File: config.mk
export PLATFORM = sky130hd
export DESIGN_NAME = lnrv_plic_gateway
export DESIGN_NICKNAME = d
export VERILOG_FILES = /design/src/rtl/lnrv_plic_gateway.sv
export SDC_FILE = /design/constraint.sdc
export NUM_CORES = 1
export LEC_CHECK = 0
export BUFFER_PORTS_ARGS = -buffer_cell sky130_fd_sc_hd__buf_4
export CAP_MARGIN = 20
export CORE_UTILIZATION = 61
export DETAILED_ROUTE_END_ITERATION = 8
export GPL_TIMING_DRIVEN = 0
export PLACE_DENSITY = 0.81
export SLEW_MARGIN = 20
export SYNTH_ARGS = -nofsm -noshare
export SYNTH_HDL_FRONTEND = slang
export SYNTH_SLANG_ARGS = --single-unit
File: constraint.sdc
create_clock -name clk -period 12.8 [get_ports clk]
set_clock_uncertainty 0.05 [all_clocks]
set_input_delay 1.28 -clock clk [delete_from_list [all_inputs] [get_ports clk]]
set_output_delay 1.28 -clock clk [all_outputs]
set_load 0.01 [all_outputs]
File: src/rtl/lnrv_plic_gateway.sv
// Interrupt gateway in front of lnrv_plic. Each source is synchronised and turned into a
// level or rising-edge request, then held until the PLIC claims and completes it.
module lnrv_plic_gateway #(
    parameter int P_IRQ_COUNT   = 32,
    parameter int P_SYNC_STAGES = 2,
    parameter int P_EDGE_CNT_W  = 4
) (
    input  logic                   clk,
    input  logic                   reset,
    input  logic [P_IRQ_COUNT-1:0] src_irq,
    input  logic [P_IRQ_COUNT-1:0] cfg_edge,
    input  logic                   claim_vld,
    input  logic [9:0]             claim_id,
    input  logic                   cmpl_vld,
    input  logic [9:0]             cmpl_id,
    input  logic [P_IRQ_COUNT-1:0] ovf_clr,
    output logic [P_IRQ_COUNT-1:0] irq,
    output logic [P_IRQ_COUNT-1:0] ovf
);

    typedef enum logic [1:0] {
        ST_IDLE   = 2'd0,
        ST_PEND   = 2'd1,
        ST_ACTIVE = 2'd2
    } state_t;

    localparam logic [P_EDGE_CNT_W-1:0] CNT_MAX = '1;
    localparam logic [P_EDGE_CNT_W-1:0] CNT_ONE = P_EDGE_CNT_W'(1);

    logic [P_IRQ_COUNT-1:0] sync_q [P_SYNC_STAGES];
    logic [P_IRQ_COUNT-1:0] s;
    logic [P_IRQ_COUNT-1:0] p_q;
    logic [P_IRQ_COUNT-1:0] e;

    always_ff @(posedge clk or posedge reset) begin
        if (reset) begin
            for (int k = 0; k < P_SYNC_STAGES; k++) sync_q[k] <= '0;
            p_q <= '0;
        end else begin
            sync_q[0] <= src_irq;
            for (int k = 1; k < P_SYNC_STAGES; k++) sync_q[k] <= sync_q[k-1];
            p_q <= s;
        end
    end

    assign s = sync_q[P_SYNC_STAGES-1];
    assign e = s & ~p_q;

    for (genvar gi = 0; gi < P_IRQ_COUNT; gi++) begin : g_src
        localparam logic [9:0] SRC_ID = 10'(gi + 1);

        state_t                  state_q, state_d;
        logic [P_EDGE_CNT_W-1:0] cnt_q, cnt_d;
        logic [P_EDGE_CNT_W:0]   cnt_sum;
        logic                    ovf_q, ovf_d;
        logic                    cfg_q;
        logic                    hit_claim, hit_cmpl, done;

        assign hit_claim = claim_vld && (claim_id == SRC_ID);
        assign hit_cmpl  = cmpl_vld && (cmpl_id == SRC_ID);
        assign done      = hit_cmpl && (state_q == ST_ACTIVE);
        // An edge arriving in the completion cycle is folded into the re-arm decision.
        assign cnt_sum   = {1'b0, cnt_q} + {{P_EDGE_CNT_W{1'b0}}, e[gi]};

        always_comb begin
            state_d = state_q;
            cnt_d   = cnt_q;
            ovf_d   = ovf_q & ~ovf_clr[gi];
            case (state_q)
                ST_IDLE: begin
                    if (cfg_edge[gi] ? e[gi] : s[gi]) state_d = ST_PEND;
                end
                ST_PEND: begin
                    if (hit_claim) state_d = ST_ACTIVE;
                end
                ST_ACTIVE: begin
                    if (hit_cmpl) begin
                        if (cfg_edge[gi]) begin
                            if (cnt_sum != '0) begin
                                state_d = ST_PEND;
                                cnt_d   = cnt_sum[P_EDGE_CNT_W-1:0] - CNT_ONE;
                            end else begin
                                state_d = ST_IDLE;
                            end
                        end else begin
                            state_d = s[gi] ? ST_PEND : ST_IDLE;
                        end
                    end
                end
                default: state_d = ST_IDLE;
            endcase
            if (cfg_edge[gi] && !done && (state_q != ST_IDLE) && e[gi]) begin
                if (cnt_q == CNT_MAX) ovf_d = 1'b1;
                else                  cnt_d = cnt_q + CNT_ONE;
            end
            if (!cfg_edge[gi] || (cfg_edge[gi] != cfg_q)) cnt_d = '0;
        end

        always_ff @(posedge clk or posedge reset) begin
            if (reset) begin
                state_q <= ST_IDLE;
                cnt_q   <= '0;
                ovf_q   <= 1'b0;
                cfg_q   <= 1'b0;
            end else begin
                state_q <= state_d;
                cnt_q   <= cnt_d;
                ovf_q   <= ovf_d;
                cfg_q   <= cfg_edge[gi];
            end
        end

        assign irq[gi] = (state_q == ST_PEND);
        assign ovf[gi] = ovf_q;
    end

endmodule
==> summary.md <==
| Metric | Value |
|---|---|
| Status | completed |
| IO Count | 184 |
| Post-synthesis area per instance | 9.308 µm² |
| Initial antenna violation count | 2 |
| Ys async rst share | 100.0% |
| Vias | 19090 |
| Endpoint type of the worst setup path | flop |
| RR Startpoint | s[31] |
| Clock-pin slew on the worst setup and hold paths | 0.06 ns |
| CP peak stage delay | 0.66 ns |
| Final setup fails | 0 |
| Setup bufs post-CTS | 0 |
| Biggest area consumer among synthesized cells | dfrtp_1 |
| Layout fillers | 2651 |
| Vias in the first global route | 18550 |
| Placer Congestion | 0.9329 |
| Synth Cell Area | 21680 µm² |
| Yosys warns | 0 |
| Hold EP | s[7] |
| Antenna violation net count after detailed routing | 0 |
| Setup Crit Path Kind | input port to flop |
| Worst path slowest cell | nor2_1 |
| Hold path start | sync_q[39] |
| Net Count, Synth | 2577 |
| EDFF count, synth | 0 |
| Layout cell share with drive strength beyond 1 | 15.30% |
| Hold Crit Class | flop to flop |
| 1st-iter DRT viols | 1206 |
| Drt pass-1 iters | 5 |
| Pin count of the biggest net entering global routing | 105 |
| Post-DP HPWL | 41.61 mm |
| Total of max-cap violations | 0 |
| Die Wd | 190.5 µm |
| CP top delay family | simple AND/OR/NAND/NOR gates |
| PortBufs | 183 |
| Final #Nets | 2806 |
| Routed vias/inst | 6.269 |
| P_leak | 11.33 nW |
| CTS tree | done |
| Die ar. | 36300 µm² |
| Area of placed instances | 23730 µm² |
| Global-route wire length before repair | 92.76 mm |
| Root buffer cell | clkbuf_16 |
| CTS resizes | 0 |
| Synth area leaders | dfrtp_1 (41%), ha_1 (7.4%), nor2_1 (3.5%) |
| Total power | 2.785 mW |
| Final Critical Period | 3.908 ns |
| RR Endpoint | g_src[31].cnt_q[2] |
| Post-synthesis sequential area ratio | 40.63% |
| Final Hold Fails | 0 |
| Final slew viol count | 0 |
| Final period util | 30.53% |
| DR DRC count | 0 |
| Total track usage | 31.87% |
| Register area | 8808 µm² |
| CTS Buffer Depth | 3 |
| Seq cells post-synth | 352 |
| Die Span Y | 190.5 µm |
| Max transition margin | 14.21% |
| Req. time, crit path | 13.19 ns |
| Synth Flop Type | dfrtp_1 |
| CP bufs+invs | 3 |
| Unrepaired setup endpoints after global routing | no |
| CP cell instances | buf_4 > or3b_2 > clkbuf_1 > nor2_1 > buf_2 > nand3b_1 > or3b_1 > a32o_1 |
| FP Rows | 68 |
| WL/cell | 18.86 µm |
| Slew @ Worst Pin | 1.269 ns |
| Top-area cell type share of the netlist area | 40.63% |
| Clock sinks | 352 |
| Syn Inst Count | 2329 |
| Area occupied by multi-input gates | 11530 µm² |
| Initial Utilization | 62.45% |
| Worst R2R Path Depth | 13 |
| Overflow after GRT | 0 |
| CTS Buf Count | 40 |
| WL final | 57.42 mm |
| Pwr dens | 110.5 nW/µm² |
| Hold_buf cts | 0 |
| Fmax | 0.2559 GHz |
| Final instance area | 25200 µm² |
| Worst Path Arrival | 4.30 ns |
| H-tree depth | 2 |
| VDD IR max | 0.0001212 V |
| Crit Path Max Fanout | 10 |
| Syn-to-layout area delta | 16.22% |
| Netlist cell types | 97 |
| Startpoint Class | input port |
| Setup slack, reg-to-reg | 9.63 ns |
| Clk_lat worst skew | 0.55 ns |
| Hold path cells | 0 |
| Core area | 34710 µm² |
metal layers:
metal	routed length [µm]	global-route usage, %	share of wire [%]
met5	0	0	0
met4	2059	11.57	3.6
met3	3877	5.153	6.8
met2	27400	53.43	48
met1	24070	41.60	42
metrics by stage:
| step | cells | hold slack, ns | TNS, ns | setup WS, ns | utilization, % |
|---|---|---|---|---|---|
| 3_5_place_dp | 2971 | 0.2847 | 0 | 8.390 | 68.35 |
| 2_1_floorplan | 2329 | 0.2812 | 0 | 1.706 | - |
| 4_1_cts | 3043 | 0.2973 | 0 | 8.968 | 72.55 |
| 6_report | 3045 | 0.2955 | 0 | 8.892 | 72.58 |
| 5_1_grt | 3044 | 0.3040 | 0 | 8.856 | 72.57 |
| 3_3_place_gp | 2967 | 0.2818 | -712.71 | -2.061 | 68.05 |
placed cells by master (no fill, tap or decap), types with 12 or more instances in the layout:
| cell | count |
|---|---|
| ha_1 | 128 |
| nor3_1 | 47 |
| o2111ai_1 | 14 |
| o21ai_0 | 93 |
| a21oi_1 | 84 |
| a221oi_1 | 14 |
| nand3b_1 | 16 |
| o31ai_1 | 15 |
| a211oi_1 | 25 |
| and3_1 | 20 |
| nand2_1 | 165 |
| clkbuf_1 | 32 |
| o31a_1 | 26 |
| nand4_1 | 23 |
| o22ai_1 | 87 |
| nor2b_1 | 74 |
| buf_4 | 248 |
| nand3_1 | 93 |
| nor2_1 | 200 |
| nand2b_1 | 31 |
| or3_1 | 14 |
| o211a_1 | 16 |
| xnor2_1 | 59 |
| inv_1 | 186 |
| and2_1 | 43 |
| clkbuf_16 | 41 |
| o211ai_1 | 32 |
| xor2_1 | 12 |
| nor4_1 | 16 |
| a31oi_1 | 22 |
| a21o_1 | 18 |
| mux2i_1 | 51 |
| dfrtp_1 | 352 |
| a32oi_1 | 14 |
| nor3b_1 | 15 |
registers in the layout (all words and copies together) (netlist names):
signal	count
g_src.cnt_q	128
g_src.state_q	64
g_src.cfg_q	32
g_src.ovf_q	32
p_q	32
s	32
sync_q	32
logic make-up after synthesis:
group	after synthesis	share of synthesized area [%]
xor+xnor	71	2.869
simple gates	821	19.79
buf+inv	291	6.256
fa+ha+maj	128	7.388
mux	58	2.718
compound gates	608	20.35
flops	352	40.63
cells in the mapped netlist (all sizes together), types with 18 or more instances:
library cell	number
o31a	26
ha	128
dfrtp	352
a31oi	22
nor2	200
a21o	18
xnor2	59
nor4	18
and2	43
o22ai	87
buf	76
a21oi	85
nand2b	31
o21ai	98
a211oi	27
nor3	48
nand3	93
o211ai	34
and3	20
nand2	165
inv	187
nand4	23
nor2b	74
clkbuf	28
mux2i	51
layout make-up:
| class | instances | area share (%) |
|---|---|---|
| multi-input combinational | 1686 | 45.76 |
| inverter | 187 | 2.816 |
| clock buffer | 56 | 4.733 |
| antenna | 2 | 0.01986 |
| clock inverter | 16 | 1.053 |
| buffer | 104 | 2.597 |
| tap | 455 | 2.260 |
| timing repair buffer | 187 | 5.800 |
| sequential | 352 | 34.96 |
how the worst max path moves through the flow:
stage	from	to	slack, ns	depth (start not counted)
detailed placement	cmpl_id[7]	g_src[20].state_q[1]	8.39	8
CTS	cmpl_id[7]	g_src[20].state_q[1]	8.97	8
finish	cmpl_id[7]	g_src[20].state_q[1]	8.89	8
floorplan	reset	g_src[0].cfg_q	1.71	1
global route	cmpl_id[7]	g_src[27].cnt_q[1]	8.86	9
global placement	reset	g_src[3].ovf_q	-2.06	2
power by group:
group | switching (mW) | leakage, nW | internal (mW)
registers | 0.0369 | 4.47 | 1.15
clock network | 0.473 | 0.721 | 0.791
logic | 0.185 | 6.14 | 0.148
total | 0.695 | 11.3 | 2.09
worst register-to-register path: cells and delay by family, from the launching register on:
family                   cells  cell delay (ns)
buffers and inverters        3             0.38
flip-flops                   1             0.36
AND/OR/NAND/NOR              4             1.17
adder cells (fa/ha/maj)      3             0.70
AO/OA/AOI/OAI                3             0.42
(Power assumes the default switching activity.)
